==> config.mk <==
export PLATFORM = sky130hd
export DESIGN_NAME = tok_table_ctrl
export DESIGN_NICKNAME = d
export VERILOG_FILES = /design/src/rtl/tok_table_pkg.sv /design/src/rtl/tok_table_ctrl_arb.sv /design/src/rtl/tok_table_ctrl.sv
export SDC_FILE = /design/constraint.sdc
export NUM_CORES = 1
export LEC_CHECK = 0
export BUFFER_PORTS_ARGS = -buffer_cell sky130_fd_sc_hd__buf_2
export CORE_ASPECT_RATIO = 1.1
export CORE_MARGIN = 8
export CORE_UTILIZATION = 45
export CTS_BUF_LIST = sky130_fd_sc_hd__clkbuf_4 sky130_fd_sc_hd__clkbuf_8
export DETAILED_ROUTE_END_ITERATION = 7
export PLACE_DENSITY = 0.73
export SYNTH_ARGS = -nofsm -noshare
export SYNTH_HDL_FRONTEND = slang
export SYNTH_SLANG_ARGS = --single-unit
==> constraint.sdc <==
create_clock -name clk -period 2.12 [get_ports clk]
set_clock_uncertainty 0.05 [all_clocks]
set_input_delay 0.106 -clock clk [delete_from_list [all_inputs] [get_ports clk]]
set_output_delay 0.106 -clock clk [all_outputs]
set_load 0.005 [all_outputs]
==> src/rtl/tok_table_pkg.sv <==
// Shared definitions for the TOK symbol-table controller: op encodings,
// FSM state enum and default table/key widths.
package tok_table_pkg;

  localparam int unsigned TABLE_WIDTH_DEF = 8;
  localparam int unsigned KEY_WIDTH_DEF   = 16;

  typedef enum logic [1:0] {
    OP_LOOKUP = 2'b00,
    OP_INSERT = 2'b01,
    OP_CLEAR  = 2'b10,
    OP_RSVD   = 2'b11
  } tok_op_e;

  typedef enum logic [1:0] {
    ST_IDLE,
    ST_PROBE,
    ST_CLEAR,
    ST_RESP
  } tok_state_e;

endpackage

==> src/rtl/tok_table_ctrl_arb.sv <==
// tok_rr_arb: two-way round-robin arbiter; combinational one-hot grant,
// tie priority flips to the other port after every grant.
module tok_rr_arb (
  input  logic       clk,
  input  logic       reset,
  input  logic       en,
  input  logic [1:0] req,
  output logic [1:0] gnt
);

  logic prio_q;  // port that wins the next tie

  always_comb begin
    gnt = '0;
    if (en) begin
      if (req == 2'b11) gnt = prio_q ? 2'b10 : 2'b01;
      else              gnt = req;
    end
  end

  always_ff @(posedge clk) begin
    if (!reset)      prio_q <= 1'b0;
    else if (|gnt)   prio_q <= gnt[0];
  end

endmodule

==> src/rtl/tok_table_ctrl.sv <==
// TOK symbol-table sequencer: arbitrates two requesters and runs linear-probe
// lookup/insert on sync-read key/value RAMs. Optional clear: TOK_TABLE_CLEAR_EN.
module tok_table_ctrl
  import tok_table_pkg::*;
#(
  parameter int unsigned TABLE_WIDTH = TABLE_WIDTH_DEF,
  parameter int unsigned KEY_WIDTH   = KEY_WIDTH_DEF
) (
  input  logic                   clk,
  input  logic                   reset,
  input  logic [1:0]             req,
  input  logic [1:0]             op0,
  input  logic [1:0]             op1,
  input  logic [KEY_WIDTH-1:0]   key0,
  input  logic [KEY_WIDTH-1:0]   key1,
  input  logic [KEY_WIDTH-1:0]   wval0,
  input  logic [KEY_WIDTH-1:0]   wval1,
  output logic [1:0]             gnt,
  output logic                   busy,
  output logic                   rsp_valid,
  output logic                   rsp_id,
  output logic                   rsp_hit,
  output logic                   rsp_err,
  output logic [KEY_WIDTH-1:0]   rsp_val,
  output logic [TABLE_WIDTH-1:0] tbl_raddr,
  input  logic [KEY_WIDTH-1:0]   tbl_key_rd,
  input  logic [KEY_WIDTH-1:0]   tbl_val_rd,
  output logic                   tbl_we,
  output logic [TABLE_WIDTH-1:0] tbl_waddr,
  output logic [KEY_WIDTH-1:0]   tbl_key_wd,
  output logic [KEY_WIDTH-1:0]   tbl_val_wd
);

  tok_state_e             state_q, state_d;
  tok_op_e                op_q, op_g;
  logic [KEY_WIDTH-1:0]   key_q, val_q, key_g, val_g;
  logic                   id_q, id_g, id_d;
  logic [TABLE_WIDTH-1:0] idx_q, cnt_q, raddr_q, waddr_q;
  logic [KEY_WIDTH-1:0]   kwd_q, vwd_q;
  logic                   arb_en, granted;
  logic                   key_match, slot_empty, exhausted, probe_done, probe_wr;
  logic                   rsp_set, hit_d, err_d;
  logic [KEY_WIDTH-1:0]   val_d;
`ifdef TOK_TABLE_CLEAR_EN
  logic [TABLE_WIDTH-1:0] clr_q;
`endif

  assign arb_en = reset && (state_q == ST_IDLE);

  tok_rr_arb u_arb (
    .clk   (clk),
    .reset (reset),
    .en    (arb_en),
    .req   (req),
    .gnt   (gnt)
  );

  assign granted = |gnt;
  assign id_g    = gnt[1];
  assign op_g    = tok_op_e'(gnt[1] ? op1 : op0);
  assign key_g   = gnt[1] ? key1  : key0;
  assign val_g   = gnt[1] ? wval1 : wval0;

  assign key_match  = (tbl_key_rd == key_q);
  assign slot_empty = (tbl_key_rd == '0);
  assign exhausted  = (cnt_q == '1);
  assign probe_done = key_match || slot_empty || exhausted;
  assign probe_wr   = (op_q == OP_INSERT) && (key_match || slot_empty);

  always_ff @(posedge clk) begin
    if (!reset) state_q <= ST_IDLE;
    else        state_q <= state_d;
  end

  always_comb begin
    state_d = state_q;
    rsp_set = 1'b0;
    hit_d   = 1'b0;
    err_d   = 1'b0;
    val_d   = '0;
    id_d    = id_q;
    case (state_q)
      ST_IDLE: if (granted) begin
        id_d = id_g;
        case (op_g)
          OP_LOOKUP, OP_INSERT: begin
            if (key_g == '0) begin
              state_d = ST_RESP;
              rsp_set = 1'b1;
              err_d   = 1'b1;
            end else begin
              state_d = ST_PROBE;
            end
          end
`ifdef TOK_TABLE_CLEAR_EN
          OP_CLEAR: state_d = ST_CLEAR;
`endif
          default: begin
            state_d = ST_RESP;
            rsp_set = 1'b1;
            err_d   = 1'b1;
          end
        endcase
      end
      ST_PROBE: if (probe_done) begin
        state_d = ST_RESP;
        rsp_set = 1'b1;
        if (op_q == OP_INSERT) begin
          hit_d = key_match || slot_empty;
          err_d = !(key_match || slot_empty);
        end else begin
          hit_d = key_match;
          err_d = !key_match && !slot_empty;
          val_d = key_match ? tbl_val_rd : '0;
        end
      end
      ST_CLEAR: begin
`ifdef TOK_TABLE_CLEAR_EN
        if (clr_q == '1) begin
          state_d = ST_RESP;
          rsp_set = 1'b1;
          hit_d   = 1'b1;
        end
`else
        state_d = ST_IDLE;
`endif
      end
      ST_RESP: state_d = ST_IDLE;
      default: state_d = ST_IDLE;
    endcase
  end

  // Address/data outputs are combinational so the RAM sees them in the deciding
  // cycle; the *_q copies keep them steady between accesses.
  always_comb begin
    rsp_valid  = reset && (state_q == ST_RESP);
    busy       = granted || (state_q != ST_IDLE);
    tbl_we     = 1'b0;
    tbl_raddr  = raddr_q;
    tbl_waddr  = waddr_q;
    tbl_key_wd = kwd_q;
    tbl_val_wd = vwd_q;
    case (state_q)
      ST_IDLE: if (granted && (state_d == ST_PROBE)) tbl_raddr = key_g[TABLE_WIDTH-1:0];
      ST_PROBE: begin
        if (probe_wr) begin
          tbl_we     = reset;
          tbl_waddr  = idx_q;
          tbl_key_wd = key_q;
          tbl_val_wd = val_q;
        end else if (!probe_done) begin
          tbl_raddr = idx_q + 1'b1;
        end
      end
`ifdef TOK_TABLE_CLEAR_EN
      ST_CLEAR: begin
        tbl_we     = reset;
        tbl_waddr  = clr_q;
        tbl_key_wd = '0;
        tbl_val_wd = '0;
      end
`endif
      default: ;
    endcase
  end

  always_ff @(posedge clk) begin
    if (!reset) begin
      op_q    <= OP_LOOKUP;
      key_q   <= '0;
      val_q   <= '0;
      id_q    <= 1'b0;
      idx_q   <= '0;
      cnt_q   <= '0;
      raddr_q <= '0;
      waddr_q <= '0;
      kwd_q   <= '0;
      vwd_q   <= '0;
      rsp_id  <= 1'b0;
      rsp_hit <= 1'b0;
      rsp_err <= 1'b0;
      rsp_val <= '0;
    end else begin
      raddr_q <= tbl_raddr;
      waddr_q <= tbl_waddr;
      kwd_q   <= tbl_key_wd;
      vwd_q   <= tbl_val_wd;
      if (granted) begin
        op_q  <= op_g;
        key_q <= key_g;
        val_q <= val_g;
        id_q  <= id_g;
        idx_q <= key_g[TABLE_WIDTH-1:0];
        cnt_q <= '0;
      end else if ((state_q == ST_PROBE) && !probe_done) begin
        idx_q <= idx_q + 1'b1;
        cnt_q <= cnt_q + 1'b1;
      end
      if (rsp_set) begin
        rsp_id  <= id_d;
        rsp_hit <= hit_d;
        rsp_err <= err_d;
        rsp_val <= val_d;
      end
    end
  end

`ifdef TOK_TABLE_CLEAR_EN
  always_ff @(posedge clk) begin
    if (!reset)                  clr_q <= '0;
    else if (state_q == ST_CLEAR) clr_q <= clr_q + 1'b1;
    else                         clr_q <= '0;
  end
`endif

endmodule

==> metrics, run 1 <==
fraction of power consumed by the clock network=37.0%; violations in the final reports=negative setup slack; Yosys cell types=47; prevailing post-synth register cell=dfxtp_1; Die Ht=131 microns; RSZ-0062 raised after global routing=yes; TritonCTS clock tree=done; data arrival time of the critical path=2600 ps; count of buffers inserted at the top-level ports=175; most numerous cell types in the synthesized netlist=dfxtp_1, and2_1, mux2_4; cts bufs inserted=17; Cell Area, Synth=0.00544 sq mm; total power of the final layout=0.00565 W; gr usage total=25.6%; final net count=955; number of placed I/O pins=176; pin count of the biggest net entering global routing=83; HP Class=in2reg; Slew HR=36.4%; Worst Path Class, Setup=reg2out; clock slew at the register clock pins of the worst setup and hold paths=70 ps; peak fanout along the critical path=31; relative contribution of combinational cells to total power=18.7%; antenna violations before repair=3; cell area power density=672 mW/mm^2; Detail Placement HPWL=13100 microns; clock net sink count=121; CP startpoint kind=flop; cell internal power dissipation=0.00413 W; most frequent cell after synthesis=dfxtp_1; area inside the core boundary=0.0119 sq mm; Critical Path Sink Type=output port; dominant cells by area after synthesis=dfxtp_1, mux2_4, and2_1; maximum root-to-sink buffer count=2; post-route insts no fill=1019; max-slew violation count=0; async set or reset register ratio after synthesis=0%; GR Overflow Total=0; number of cells produced by synthesis=544; result of the run=finished, violations left; cell type contributing the most total cell area after synthesis=dfxtp_1; die outline area=0.0159 sq mm; Static Leakage=4.00 nW; GPL Wtd Cong=0.957; routed length per placed instance=20.9 microns; synthesized flop and latch total=121; average vias per placed instance=5.65; count of maximum capacitance violations=0; Yosys top cell area share=44.6%; Site Rows=42; register area share after synthesis=44.6%; number of routed nets with antenna violations=0; setup-violating endpoint count in the final report=115; # H-tree levels=4; proportion of total power due to net switching=27.0%; Placed Cells incl. Taps=904; share of the core filled with cells in the final layout=70.6%; final count of hold timing violations=0; layout overhead on the synthesized area=54.9%; fraction of power consumed by sequential logic=44.2%; initial detailed-routing violation count=448; summed area of non-filler cells in the final layout=0.00842 sq mm; Yosys warnings=0; min Tclk post-route=2750 ps; DR vias=5755; total wire length after detailed routing=21300 microns; Required @ worst endpoint=1960 ps; initial core utilization=45.6%; clock root buffer=clkbuf_8; # DRC=0; slew at the pin closest to its max-slew limit=954 ps; worst path setup slack after routing=-632 ps; source-to-sink clock delay at the later pin of the worst-skew pair=430 ps; number of global-route vias before repair=5933; Placement Cell Area=0.00689 sq mm; EDFF count, synth=0; Sum Neg Setup Slack=-39870 ps; Synth Area per Inst=9.99 sq um; Syn Nets=650; share of post-route cells with drive strength above 1=42.7%; ratio of final minimum period to clock period=130%; maximum ir drop on the vdd rail=0.000386 V; Die Width=121 microns; max frequency=363 MHz; net switching power figure=0.00153 W; DR pass1 iterations=5; first-pass GRT wire length=31800 microns
==> state kept, by name, indices dropped and copies added (netlist names) <==
name,cells
cnt_q,8
id_q,1
idx_q,8
key_q,16
kwd_q,16
op_q,2
raddr_q,8
rsp_err,1
rsp_hit,1
rsp_id,1
rsp_val,16
state_q,2
u_arb.prio_q,1
val_q,16
vwd_q,16
waddr_q,8
==> cells in the final DEF, fill, tap and decap left out, types with 3 or more instances in the layout <==
cell and count:
dlygate4sd3_1 65, diode_2 4, nor4_2 4, nor2_1 32, nor3b_4 3, dfxtp_1 117, xnor2_1 9, a22o_1 16
and2_4 7, nand4_1 8, nand3_1 16, buf_4 72, clkbuf_8 22, o21ai_0 37, clkinv_2 5, buf_6 20
nand2b_1 3, a311o_1 7, xor2_2 3, nand2_1 18, mux2_4 41, and3_1 3, nor3_1 16, and2_1 45
mux2i_1 16, xor2_1 22, buf_12 6, a21oi_1 5, nor4_1 13, o22ai_1 23, dfxtp_2 4, buf_2 157
==> layout make-up <==
cell class | count | area (sq um)
inverter | 4 | 15.0
clock buffer | 23 | 310
tap | 154 | 193
timing repair buffer | 321 | 2350
multi-input combinational | 384 | 3020
antenna | 4 | 10.0
clock inverter | 8 | 92.6
fill | 810 | 3510
sequential | 121 | 2430
==> final timing paths <==
check | startpoint | end | slack [ps] | cells after the start
worst min-delay path | key1[15] | key_q[15]$_SDFFE_PN0N_ | 40 | 3
worst min register to register | rsp_hit$_SDFFE_PN0P_ | rsp_hit$_SDFFE_PN0P_ | 430 | 1
worst max-delay path | key_q[10]$_SDFFE_PN0N_ | tbl_val_wd[3] | -630 | 8
worst max register to register | key_q[10]$_SDFFE_PN0N_ | rsp_val[14]$_SDFFE_PN0P_ | -240 | 11
==> logic make-up after synthesis <==
| group | share of synthesized area [%] |
|---|---|
| buffers and inverters | 3.48 |
| AOI/OAI and AO/OA | 13.1 |
| adders and majority gates | 0.460 |
| muxes | 14.4 |
| DFF | 44.6 |
| xor gates and xnor gates | 5.48 |
| and+or+nand+nor | 18.6 |
==> what timing repair did <==
action / in CTS / in global routing
endpoints found under the hold margin: 41 / 0
resized for setup: 31 / 39
cloned: 1 / 0
setup endpoints to repair: 120 / 126
hold buffers: 65 / 0
pin swaps: 10 / 13
setup buffers: 6 / 10
==> through the flow <==
| stage | hold slack [ps] | setup slack, ps |
|---|---|---|
| after floorplan | 189 | 24.1 |
| after global placement | 273 | -283 |
| after detailed placement | 279 | -282 |
| after CTS | 26.4 | -558 |
| after global routing | 44.1 | -726 |
| final | 35.6 | -632 |
==> routing by layer <==
| layer | wire length [microns] | GRT usage [%] | vias to the layer above | share of wire (%) |
|---|---|---|---|---|
| met5 | 0 | 0 | - | 0 |
| met4 | 1340 | 16.7 | 0 | 6.3 |
| met3 | 1650 | 6.73 | 111 | 7.7 |
| met2 | 10500 | 42.4 | 360 | 49 |
| met1 | 7820 | 28.2 | 2705 | 37 |
| li1 | - | - | 2579 | - |
==> worst max-delay path, stage by stage (launching register included) <==
cell and delay (ps):
dfxtp_2 340, xor2_1 180, nor4_2 290, buf_4 170
nand4_1 120, a211o_2 360, buf_12 190, mux2_4 340
buf_2 130
==> power groups by stage <==
stage	Sequential, W	Combinational, W	Clock (W)
floorplan	0.00252	0.000403	0
global placement	0.00253	0.000809	0
detailed placement	0.00254	0.000827	0
CTS	0.00249	0.000954	0.00211
global route	0.00251	0.00113	0.00220
finish	0.00250	0.00106	0.00209
No activity file was read; power rests on OpenSTA's default activity.
==> run 2: changes to the inputs <==
Settings changed: CAP_MARGIN from default to 20, CORE_MARGIN 8 to default.
==> metrics, run 2 (same netlist as run 1, synthesis figures left out) <==
number of global-route vias before repair=5531 (-6.8%); critical hold path startpoint=req[0]; RSZ-0062 raised after global routing=yes; count of buffers inserted at the top-level ports=175 (unchanged); worst-path cell chain=xor2_1, nor4_2, nand4_1, a211o_2, buf_12, mux2_4, buf_2; Die Width=107 microns (-12%); initial core utilization=46.9% (+1.3 points); violations in the final reports=negative setup slack; max frequency=365 MHz (+0.43%); worst hold path cell count=4 (+1); reg-to-reg slack, setup=-210 ps (+30 ps); Static Leakage=3.99 nW (-0.19%); Slew HR=51.1% (+15 points); peak fanout along the critical path=25 (-19%); average vias per placed instance=5.64 (-0.19%); terminating pin of the worst hold path=id_q$_SDFF_PN0_; first-pass GRT wire length=27600 microns (-13%); GR Overflow Total=0 (unchanged); maximum root-to-sink buffer count=2 (unchanged); Placed Cells incl. Taps=898 (-0.66%); HP Class=in2reg; clock net sink count=121 (unchanged); Die Ht=117 microns (-11%); worst flop-to-flop path startpoint=key_q[4]$_SDFFE_PN0N_; share of post-route cells with drive strength above 1=44.1% (+1.4 points); slew at the pin closest to its max-slew limit=734 ps (-221 ps); cts bufs inserted=17 (unchanged); CP startpoint kind=flop; source-to-sink clock delay at the later pin of the worst-skew pair=450 ps (+20 ps); TritonCTS clock tree=done; maximum ir drop on the vdd rail=0.000420 V (+8.9%); worst path setup slack after routing=-621 ps (+11.8 ps); # H-tree levels=4 (unchanged); number of placed I/O pins=176 (unchanged); Site Rows=41 (-2.4%); cell area power density=686 mW/mm^2 (+2.1%); final count of hold timing violations=0 (unchanged); # DRC=0 (unchanged); Worst Path Class, Setup=reg2out; routed length per placed instance=18.9 microns (-9.5%); worst flop-to-flop path endpoint=vwd_q[9]$_SDFF_PN0_; total wire length after detailed routing=19100 microns (-10%); Detail Placement HPWL=11700 microns (-10%); worst hold margin=37.3 ps (+1.65 ps); Critical Path Max Stage Delay=390 ps (+30 ps); GPL Wtd Cong=0.934 (-2.4%); data arrival time of the critical path=2580 ps (-20 ps); layout overhead on the synthesized area=54.3%; initial detailed-routing violation count=556 (+24%); Sum Neg Setup Slack=-37770 ps (+2100 ps); Required @ worst endpoint=1960 ps (about the same); library cell contributing the largest single delay on the critical path=nor4_2; area inside the core boundary=0.0116 sq mm (-2.8%); post-route insts no fill=1011 (-0.79%); setup-violating endpoint count in the final report=115 (unchanged); DR pass1 iterations=5 (unchanged); clock slew at the register clock pins of the worst setup and hold paths=70 ps (about the same); count of maximum capacitance violations=0 (unchanged); gr usage total=28.9% (+3.3 points); result of the run=finished, violations left; final net count=954 (-0.10%); top library cells by usage in the layout, fill and taps aside=buf_2, dfxtp_1, buf_4; number of routed nets with antenna violations=0 (unchanged); Critical Path Sink Type=output port; cell count of the worst reg-to-reg path=7 (-4); antenna violations before repair=0 (-3); clock root buffer=clkbuf_8; pin count of the biggest net entering global routing=82 (-1.2%); max-slew violation count=0 (unchanged); die outline area=0.0125 sq mm (-21%); most frequent standard cell in the layout excluding fill and tap cells=buf_2; DR vias=5699 (-0.97%); ratio of final minimum period to clock period=129% (-0.56 points); total power of the final layout=0.00575 W (+1.7%); final antenna diode count=0 (-4); min Tclk post-route=2740 ps (-11.8 ps)
[run 2: cell count changes in the layout (fill, tap and decap cells not counted), moves of 5 or more]
cell / before / now
and2_1: 45 / 29
and2_4: 7 / 23
buf_2: 157 / 166
buf_6: 20 / 14
clkinvlp_4: 1 / 6
[run 2: final cells by class]
class,count,area [sq um]
well taps,150,188
inverters,4,15.0
flip-flops and latches,121,2430
repair buffers,320,2300
multi-input cells,384,3040
clock inverters,14,175
clock buffers,18,248
fillers,737,3210
[run 2: what timing repair did]
action	in CTS	in global routing
hold endpoints to repair	41	0
cloned	1	1
buffers inserted	5	10
setup endpoints to repair	116	119
pin swaps	5	12
hold buffers	64	0
gates resized for setup	37	37
[run 2: report_power, final]
group	total, W	leakage (nW)	internal, W	switching [W]
registers	0.00249	0.987	0.00240	0.0000966
clock network	0.00218	0.193	0.00119	0.000986
logic	0.00108	2.81	0.000553	0.000524
[run 2: routing by layer]
metal	GRT usage (%)	up-vias	part of all wire, %
met2	49.1	323	49
met5	0	-	0
met4	16.1	0	5.1
met1	32.9	2718	37
li1	-	2571	-
met3	8.14	87	8.7
[run 2: worst max path at each step]
| stage | startpoint | to | slack [ps] | cells after the start |
|---|---|---|---|---|
| after detailed placement | key_q[4]$_SDFFE_PN0N_ | tbl_we | -360 | 7 |
| after CTS | key_q[4]$_SDFFE_PN0N_ | tbl_val_wd[3] | -580 | 7 |
| final | key_q[4]$_SDFFE_PN0N_ | tbl_key_wd[3] | -620 | 7 |
| after global routing | key_q[4]$_SDFFE_PN0N_ | tbl_val_wd[13] | -670 | 7 |
| after global placement | key_q[4]$_SDFFE_PN0N_ | tbl_we | -400 | 7 |
| after floorplan | state_q[1]$_SDFF_PN0_ | raddr_q[6]$_SDFF_PN0_ | 20 | 10 |
[run 2: per-stage QoR]
| stage | area [sq um] | worst slack, ps | utilization (%) |
|---|---|---|---|
| 2_1_floorplan | 5440 | 24.1 | - |
| 3_3_place_gp | 6870 | -404 | 59.2 |
| 3_5_place_dp | 6870 | -359 | 59.2 |
| 4_1_cts | 8130 | -576 | 70.1 |
| 5_1_grt | 8390 | -670 | 72.4 |
| 6_report | 8390 | -621 | 72.4 |
[run 2: critical path: cells and delay by family, from the launching register on]
kind / cells / cell delay, ps
simple gates: 2 / 590
compound gates: 1 / 380
flops: 1 / 330
buf+inv: 2 / 330
mux: 1 / 330
xor+xnor: 1 / 160
